--- config.mk ---
export PLATFORM = sky130hd
export DESIGN_NAME = one_bit_round_ctrl
export DESIGN_NICKNAME = d
export VERILOG_FILES = /design/src/rtl/one_bit_pkg.sv /design/src/rtl/one_bit_wdog.sv /design/src/rtl/one_bit_round_ctrl.sv
export SDC_FILE = /design/constraint.sdc
export NUM_CORES = 1
export LEC_CHECK = 0
export CORE_MARGIN = 2
export CORE_UTILIZATION = 46
export DETAILED_ROUTE_END_ITERATION = 10
export PLACE_DENSITY = 0.82
export SETUP_SLACK_MARGIN = 0.2
export SLEW_MARGIN = 15
export SYNTH_ARGS = -nofsm -noshare
export SYNTH_HDL_FRONTEND = slang
export SYNTH_HIERARCHICAL = 1
export SYNTH_SLANG_ARGS = --single-unit
--- constraint.sdc ---
create_clock -name clk -period 1.75 [get_ports clk]
set_input_delay 0.35 -clock clk [delete_from_list [all_inputs] [get_ports clk]]
set_output_delay 0.35 -clock clk [all_outputs]
set_load 0.03 [all_outputs]
--- src/rtl/one_bit_pkg.sv ---
// Shared definitions for the one-bit permutation round controller:
// FSM state encoding, rounds_sel encodings, start indices and helpers.
package one_bit_pkg;

   // Controller FSM states
   typedef enum logic [2:0] {
      ST_IDLE   = 3'd0,
      ST_LAUNCH = 3'd1,
      ST_WAIT   = 3'd2,
      ST_FINISH = 3'd3,
      ST_FAULT  = 3'd4
   } state_t;

   // rounds_sel encodings; the spare code behaves as a full 12-round run
   localparam logic [1:0] SEL_12     = 2'b00;
   localparam logic [1:0] SEL_8      = 2'b01;
   localparam logic [1:0] SEL_6      = 2'b10;
   localparam logic [1:0] SEL_12_ALT = 2'b11;

   // First Ascon round index for each round count (runs always end at 11)
   localparam logic [3:0] START_IDX_12 = 4'd0;
   localparam logic [3:0] START_IDX_8  = 4'd4;
   localparam logic [3:0] START_IDX_6  = 4'd6;
   localparam logic [3:0] FINAL_ROUND  = 4'd11;

   // Map a rounds_sel code to its starting round index
   function automatic logic [3:0] start_idx(input logic [1:0] sel);
      logic [3:0] idx;
      case (sel)
         SEL_8:              idx = START_IDX_8;
         SEL_6:              idx = START_IDX_6;
         SEL_12, SEL_12_ALT: idx = START_IDX_12;
         default:            idx = START_IDX_12;
      endcase
      return idx;
   endfunction

   // Ascon round constant: upper nibble is the complement of the index
   function automatic logic [7:0] round_const_of(input logic [3:0] idx);
      return {~idx, idx};
   endfunction

endpackage

--- src/rtl/one_bit_wdog.sv ---
// Saturating watchdog counter for the round controller. Counts enabled
// cycles, clears synchronously, and flags when it sits at TIMEOUT_CYCLES-1.
module one_bit_wdog #(
   parameter int TIMEOUT_CYCLES = 1024
) (
   input  logic i_clk,
   input  logic i_rst_n,
   input  logic i_clr,
   input  logic i_en,
   output logic o_expired
);

   localparam int W = $clog2(TIMEOUT_CYCLES);
   localparam logic [W-1:0] LIMIT = W'(TIMEOUT_CYCLES - 1);

   logic [W-1:0] r_cnt;
   logic         w_at_limit;

   assign w_at_limit = (r_cnt == LIMIT);
   assign o_expired  = w_at_limit;

   // Count enabled cycles; stop at the limit so the value never wraps
   always_ff @(posedge i_clk or negedge i_rst_n) begin
      if (!i_rst_n)
         r_cnt <= '0;
      else if (i_clr)
         r_cnt <= '0;
      else if (i_en && !w_at_limit)
         r_cnt <= r_cnt + W'(1);
   end

endmodule

--- src/rtl/one_bit_round_ctrl.sv ---
// Round-level initiator for the bit-serial permutation core. Launches one
// permutation per Ascon round, tracks the round index/constant, and reports
// completion or a watchdog stall to the host.
module one_bit_round_ctrl
   import one_bit_pkg::*;
#(
   parameter int TIMEOUT_CYCLES = 1024   // must be >= 2
) (
   input  logic       clk,
   input  logic       rst,               // asynchronous, active low
   input  logic       start,
   input  logic [1:0] rounds_sel,
   input  logic       perm_done,
   output logic       start_permutation,
   output logic [7:0] round_const,
   output logic [3:0] round_idx,
   output logic       busy,
   output logic       done,
   output logic       error
);

   state_t     r_state;
   state_t     w_state_nxt;
   logic [3:0] r_round_idx;
   logic [3:0] w_round_idx_nxt;

   // Pulse/level outputs are registered from the next-state decode so they
   // always equal a decode of the current state with no combinational glitch.
   logic       r_start_perm, w_start_perm_nxt;
   logic       r_busy,       w_busy_nxt;
   logic       r_done,       w_done_nxt;
   logic       r_error,      w_error_nxt;

   logic       w_wd_clr;
   logic       w_wd_en;
   logic       w_wd_expired;

   // Watchdog only runs while waiting on the core; it restarts every launch
   assign w_wd_clr = (r_state == ST_IDLE) || (r_state == ST_LAUNCH);
   assign w_wd_en  = (r_state == ST_WAIT);

   one_bit_wdog #(
      .TIMEOUT_CYCLES (TIMEOUT_CYCLES)
   ) u_wdog (
      .i_clk     (clk),
      .i_rst_n   (rst),
      .i_clr     (w_wd_clr),
      .i_en      (w_wd_en),
      .o_expired (w_wd_expired)
   );

   // Next-state, round index update and output decode of the next state
   always_comb begin
      w_state_nxt     = r_state;
      w_round_idx_nxt = r_round_idx;

      case (r_state)
         ST_IDLE: begin
            if (start) begin
               w_state_nxt     = ST_LAUNCH;
               w_round_idx_nxt = start_idx(rounds_sel);
            end
         end
         ST_LAUNCH: begin
            w_state_nxt = ST_WAIT;
         end
         ST_WAIT: begin
            // perm_done has priority over a watchdog expiry in the same cycle
            if (perm_done) begin
               if (r_round_idx == FINAL_ROUND) begin
                  w_state_nxt = ST_FINISH;
               end else begin
                  w_state_nxt     = ST_LAUNCH;
                  w_round_idx_nxt = r_round_idx + 4'd1;
               end
            end else if (w_wd_expired) begin
               w_state_nxt = ST_FAULT;
            end
         end
         ST_FINISH: w_state_nxt = ST_IDLE;
         ST_FAULT:  w_state_nxt = ST_IDLE;
         default:   w_state_nxt = ST_IDLE;
      endcase

      w_start_perm_nxt = (w_state_nxt == ST_LAUNCH);
      w_busy_nxt       = (w_state_nxt != ST_IDLE);
      w_done_nxt       = (w_state_nxt == ST_FINISH);
      w_error_nxt      = (w_state_nxt == ST_FAULT);
   end

   // State, round index and registered output flags
   always_ff @(posedge clk or negedge rst) begin
      if (!rst) begin
         r_state      <= ST_IDLE;
         r_round_idx  <= START_IDX_12;
         r_start_perm <= 1'b0;
         r_busy       <= 1'b0;
         r_done       <= 1'b0;
         r_error      <= 1'b0;
      end else begin
         r_state      <= w_state_nxt;
         r_round_idx  <= w_round_idx_nxt;
         r_start_perm <= w_start_perm_nxt;
         r_busy       <= w_busy_nxt;
         r_done       <= w_done_nxt;
         r_error      <= w_error_nxt;
      end
   end

   assign start_permutation = r_start_perm;
   assign busy              = r_busy;
   assign done              = r_done;
   assign error             = r_error;
   assign round_idx         = r_round_idx;
   assign round_const       = round_const_of(r_round_idx);

endmodule

==> results of run 1 <==
## logic make-up (layout without fill, tap and decap cells)
family	count (synthesis)	in the layout
xor+xnor	7	7
buf+inv	14	52
compound gates	19	19
fa+ha+maj	3	3
flops	21	21
mux	2	2
simple gates	45	45
## through the flow
stage | setup slack (ns) | cell area [sq um] | cells
after floorplan | 0.0537 | 1170 | 111
after global placement | 0.128 | 1440 | 165
after detailed placement | 0.0653 | 1440 | 165
after CTS | 0.108 | 1530 | 176
after global routing | 0.0665 | 1580 | 179
final | 0.172 | 1580 | 179
## placed cells by master, fill, tap and decap left out, types with 4 or more instances in the layout
| master | synthesis | routed |
|---|---|---|
| nand2_1 | 6 | 6 |
| buf_4 | 5 | 15 |
| dlygate4sd2_1 | 0 | 6 |
| dfrtp_2 | 0 | 7 |
| nand4_1 | 4 | 4 |
| dfrtp_1 | 21 | 14 |
| a21oi_1 | 6 | 4 |
| xnor2_1 | 4 | 4 |
| clkdlybuf4s15_1 | 0 | 4 |
| inv_1 | 9 | 8 |
| clkdlybuf4s50_1 | 0 | 5 |
| nor2_1 | 11 | 11 |
| clkbuf_2 | 0 | 4 |
## metal layers
metal / global-route usage (%) / vias to the layer above / share of wire, %
li1: - / 466 / -
met1: 23.3 / 468 / 42
met2: 34.9 / 25 / 53
met3: 2.78 / 6 / 3.6
met4: 10.8 / 0 / 1.7
met5: 0 / - / 0
## what timing repair did
action,4_1_cts,5_1_grt
pin swaps,2,7
endpoints found under the setup margin,23,21
gates resized for setup,31,22
buffers inserted,7,3
endpoints found under the hold margin,0,0
## power groups by stage
stage / logic (W) / registers [W] / clock network, W
2_1_floorplan: 0.000505 / 0.000774 / 0
6_report: 0.00109 / 0.000648 / 0.000239
3_3_place_gp: 0.000943 / 0.000666 / 0
3_5_place_dp: 0.000966 / 0.000672 / 0
5_1_grt: 0.00117 / 0.000664 / 0.000273
4_1_cts: 0.00100 / 0.000644 / 0.000240
## flip-flops by register name, summed over array words and instances, names as in the netlist
| signal | count |
|---|---|
| u_wdog/r_cnt | 10 |
| busy | 1 |
| error | 1 |
| done | 1 |
| round_idx | 4 |
| r_state | 3 |
| start_permutation | 1 |
## area by class of cell
type	count	area, sq um
fillers	183	856
inverters	9	33.8
repair buffers	39	328
well taps	30	37.5
flip-flops and latches	21	534
multi-input cells	76	617
clock buffers	4	26.3
## how the worst max path moves through the flow
| stage | start | slack, ns | cells past startpoint | to |
|---|---|---|---|---|
| after global placement | rounds_sel[0] | 0.13 | 6 | round_idx[2]$_DFFE_PN0P_ |
| after CTS | round_idx[3]$_DFFE_PN0P_ | 0.11 | 2 | round_const[7] |
| after global routing | r_state[2]$_DFF_PN0_ | 0.07 | 7 | u_wdog/r_cnt[3]$_DFFE_PN0P_ |
| after detailed placement | r_state[2]$_DFF_PN0_ | 0.07 | 4 | u_wdog/r_cnt[5]$_DFFE_PN0P_ |
| final | r_state[2]$_DFF_PN0_ | 0.17 | 7 | u_wdog/r_cnt[3]$_DFFE_PN0P_ |
| after floorplan | r_state[2]$_DFF_PN0_ | 0.05 | 4 | u_wdog/r_cnt[5]$_DFFE_PN0P_ |
## critical path, stage by stage (launching register included)
cell and delay [ns]:
dfrtp_2 0.44, nor3b_4 0.28, buf_4 0.17, buf_6 0.10
nand4_1 0.09, a31oi_1 0.19, xnor2_1 0.14, nor2_1 0.06
==> impl_metrics.toml, run 1 <==
[status]
status = "finished, final reports clean"

[hold_path]
hp-class = "in -> async"

[grt]
grt_max_degree = 22
grt_overflow = 0
antenna_found_initial = 0
first_global_vias = 969
track_usage_pct = 20.0
grt_pass1_wl_microns = 4220

[timing]
max_freq_mhz = 634
setup_viol = 0
min_period_ns = 1.58
slew_viol_final = 0
finalHoldViolCount = 0
final.period_utilization_pct = 90.2
setup_tns_ns = 0
finalClockSkew_ns = 0.00371
fin_hold_ws_ns = 0.374
relSlewSlack_pct = 78.5
rsz0062_at_grt = "true"
worstMarginPinSlew_ns = 0.323

[pwr]
power.leakage_nw = 0.726
cell_internal_pwr_w = 0.00114
sw_frac_of_total_pct = 42.2
comb_power_share_pct = 55.2
pwr-share-seq_pct = 32.7
p_per_area_mw_per_mm2 = 1260
ir_drop_v = 0.00104
clkPwrFrac_pct = 12.0
p_sw_w = 0.000836
p_total_w = 0.00198

[logic_synthesis]
synth_area_sq_mm = 0.00116
postSynthCellCount = 111
synth_area_leaders = "dfrtp_1, nor2_1, buf_4"
syn_avg_cell_area_sq_um = 10.4
synth-xor-area-share_pct = 5.30
synth_top_area_cell = "dfrtp_1"
synth_top_area_share_pct = 45.5
async_flop_share_pct = 100
yosysSeqAreaShare_pct = 45.5
synthSimpleGateAreaFrac_pct = 25.2
netlist_top_cells_count = "dfrtp_1, nor2_1, inv_1"
synth_top_family_by_area = "simple AND/OR/NAND/NOR gates"
synth-main-ff-cell = "dfrtp_1"
ys_warn_count = 6
yosys.area_share.adder_pct = 3.25
synth-edff-count = 0
synth-compound-area-share_pct = 12.9
synth_mux_area_share_pct = 1.73
synth_cell_types = 39
synth.most_common_cell = "dfrtp_1"
synth_seq_cells = 21
syn-num-nets = 120

[clock_tree]
cts_buffers = 3
clk_latency_ns = 0.31
hold_buffers = 0
cts_tree = "yes"
cts_htree_levels = 1
root_buffer = "clkbuf_4"
clk_pin_slew_ns = 0.12
clock-sinks = 21
clk_path_buf_depth = 2

[finish]
drive_gt1_share_pct = 35.6
final_util_pct = 64.8
area_growth_pct = 36.4
diodes = 0
final_nets = 159

[drt]
num_vias = 965
ant_nets = 0
wirelength_microns = 2640
via_per_inst = 5.39
wl_per_cell_microns = 14.7
drc = 0
drt_iter0_markers = 14
first_pass_iters = 4

[worst_setup_path]
r2r_end = "u_wdog/r_cnt[3]$_DFFE_PN0P_"
rr_worst_depth = 7
cp-start-kind = "flop"
cp_data_arrival_time_ns = 1.79
r2r_setup_slack_ns = 0.17
setup.worst_path.end_class = "flop"
cp_max_fo = 3
required_ns = 1.96
critPathKind = "reg -> reg"
r2r-start = "r_state[2]$_DFF_PN0_"

[floorplan]
row_count = 18
fp.dieH_microns = 54.1
die_w_microns = 54.1
ios = 22
die-area_sq_mm = 0.00293
initial_core_util_pct = 47.5
core_sq_mm = 0.00243

[place]
port_buffers = 21
dp_hpwl_microns = 1730
place.gp.congestion = 0.852

[flow_run]
drv_cap = 0
No activity file was read; power rests on OpenSTA's default activity.
==> inputs of run 2 (changes only) <==
CORE_UTILIZATION = 57   (was 46)
CTS_BUF_LIST = sky130_fd_sc_hd__clkbuf_8   (was unset)
PLACE_DENSITY = 0.93   (was 0.82)
clock period = 2 ns   (was 1.75 ns; I/O delays follow)
==> run 2 against run 1 <==
Net effect: sequential cell count stayed put; clock skew is 0.0013 ns higher; final cell count is 10% lower; sequential power is 6.3% lower; first-iteration DRC count is 50% higher; largest cell class unchanged; highest routed layer unchanged; core utilization is 9.6 points higher; non-clock buffer count is 15 lower.
==> impl_metrics.toml, run 2 (synthesis gave the netlist of run 1 again) <==
[status]
status = "finished, final reports clean"

[timing]
final.period_utilization_pct = 86.7
relSlewSlack_pct = 53.8
max_freq_mhz = 576
worstMarginPinSlew_ns = 0.691
finalClockSkew_ns = 0.00506
setup_viol = 0
min_period_ns = 1.73
rsz0062_at_grt = "false"
finalHoldViolCount = 0
fin_hold_ws_ns = 0.488
slew_viol_final = 0
setup_tns_ns = 0

[drt]
first_pass_iters = 4
wirelength_microns = 2530
drt_iter0_markers = 21
drc = 0
num_vias = 937
ant_nets = 0
wl_per_cell_microns = 15.7
via_per_inst = 5.82

[worst_setup_path]
slowest_delay_ns = 0.48
cp-start-kind = "flop"
path_delay_family = "simple AND/OR/NAND/NOR gates"
critPathKind = "reg -> reg"
r2r_setup_slack_ns = 0.27
setup.worst_path.end_class = "flop"
cp_data_arrival_time_ns = 1.92
worst-path-buf-inv = 1
crit_chain = "nor3b_4 > buf_4 > o31ai_4 > or4_1 > a21oi_1"
required_ns = 2.18
slowest_stage = "or4_1"
cp_max_fo = 7

[grt]
antenna_found_initial = 0
grt_max_degree = 22
first_global_vias = 863
track_usage_pct = 22.5
grt_overflow = 0
grt_pass1_wl_microns = 4060

[finish]
drive_gt1_share_pct = 16.4
diodes = 0
multiInputGateArea_sq_um = 574
final_nets = 144
fillCellCount = 138
area_growth_pct = 25.0
mostFrequentLayoutCells = "dfrtp_1, nor2_1, inv_1, dlygate4sd2_1, clkdlybuf4s50_1"
fin_cells = 161
largest_register = "u_wdog/r_cnt"
regArea_sq_um = 529
layout_commonest_cell = "dfrtp_1"
largest_register_ffs = 10
fin_area_sq_mm = 0.00145

[place]
dpl-instance-area_sq_mm = 0.00138
dp_hpwl_microns = 1710
port_buffers = 21
place.gp.congestion = 0.816
dpl.cell_count = 156

[pwr]
p_per_area_mw_per_mm2 = 1120
power.leakage_nw = 0.673
p_total_w = 0.00162
ir_drop_v = 0.000741

[clock_tree]
cts_buffers = 3
cts_tree = "yes"
clk_latency_ns = 0.26
clk_pin_slew_ns = 0.07
cts_htree_levels = 1
clk_path_buf_depth = 2
clock-sinks = 21
hold_buffers = 0
root_buffer = "clkbuf_8"

[hold_path]
hp-class = "in -> async"

[floorplan]
die-area_sq_mm = 0.00240
die_w_microns = 49.0
fp.dieH_microns = 49.0
core_sq_mm = 0.00194
ios = 22
initial_core_util_pct = 59.5
row_count = 16

[flow_run]
drv_cap = 0
==> run 2: cell count changes in the layout (fill, tap and decap cells not counted), moves of 3 or more <==
cell,change
clkbuf_8,+3
clkbuf_2,-4
clkdlybuf4s15_1,-4
buf_4,-13
dfrtp_1,+4
clkdlybuf4s50_1,+4
clkbuf_4,-3
dfrtp_2,-4
dlygate4sd2_1,+4
==> run 2: worst paths after layout <==
check                      cells after the start                  from                     endpoint
max                                            5  r_state[2]$_DFF_PN0_  u_wdog/r_cnt[5]$_DFFE_PN0P_
min                                            2                   rst  u_wdog/r_cnt[8]$_DFFE_PN0P_
max reg2reg                                    5  r_state[2]$_DFF_PN0_  u_wdog/r_cnt[5]$_DFFE_PN0P_
min reg2reg                                    1  r_state[2]$_DFF_PN0_         r_state[1]$_DFF_PN0_
max in group asynchronous                      2                   rst         r_state[0]$_DFF_PN0_
min in group clk                               1  r_state[2]$_DFF_PN0_         r_state[1]$_DFF_PN0_
==> run 2: layer usage <==
layer	global-route usage, %	wire (microns)	vias to the layer above
li1	-	-	439
met1	27.7	1050	453
met2	37.9	1300	37
met3	3.68	113	8
met4	11.9	61	0
met5	0	0	-
==> run 2: repair_timing <==
action | 4_1_cts | 5_1_grt
setup endpoints to repair | 12 | 6
pin swaps | 1 | 0
buffers inserted | 1 | 0
gates resized for setup | 11 | 8
==> run 2: power by group <==
part / leakage [nW] / total (W) / switching, W / internal (W)
clock network: 0.0269 / 0.000269 / 0.000132 / 0.000137
logic: 0.369 / 0.000747 / 0.000451 / 0.000297
registers: 0.277 / 0.000607 / 0.000107 / 0.000500
==> run 2: final cells by class <==
cell class / instances / area share (%)
sequential: 21 / 36.6
multi-input combinational: 76 / 39.7
clock buffer: 3 / 2.86
tap: 27 / 2.34
timing repair buffer: 24 / 15.8
inverter: 9 / 2.34
clock inverter: 1 / 0.260
==> run 2: metrics by stage <==
stage                     util (%)  worst slack [ns]
after floorplan                  -             0.282
after global placement        71.3             0.288
after detailed placement      71.3             0.154
after CTS                     73.4             0.199
after global routing          74.4             0.202
final                         74.4             0.265
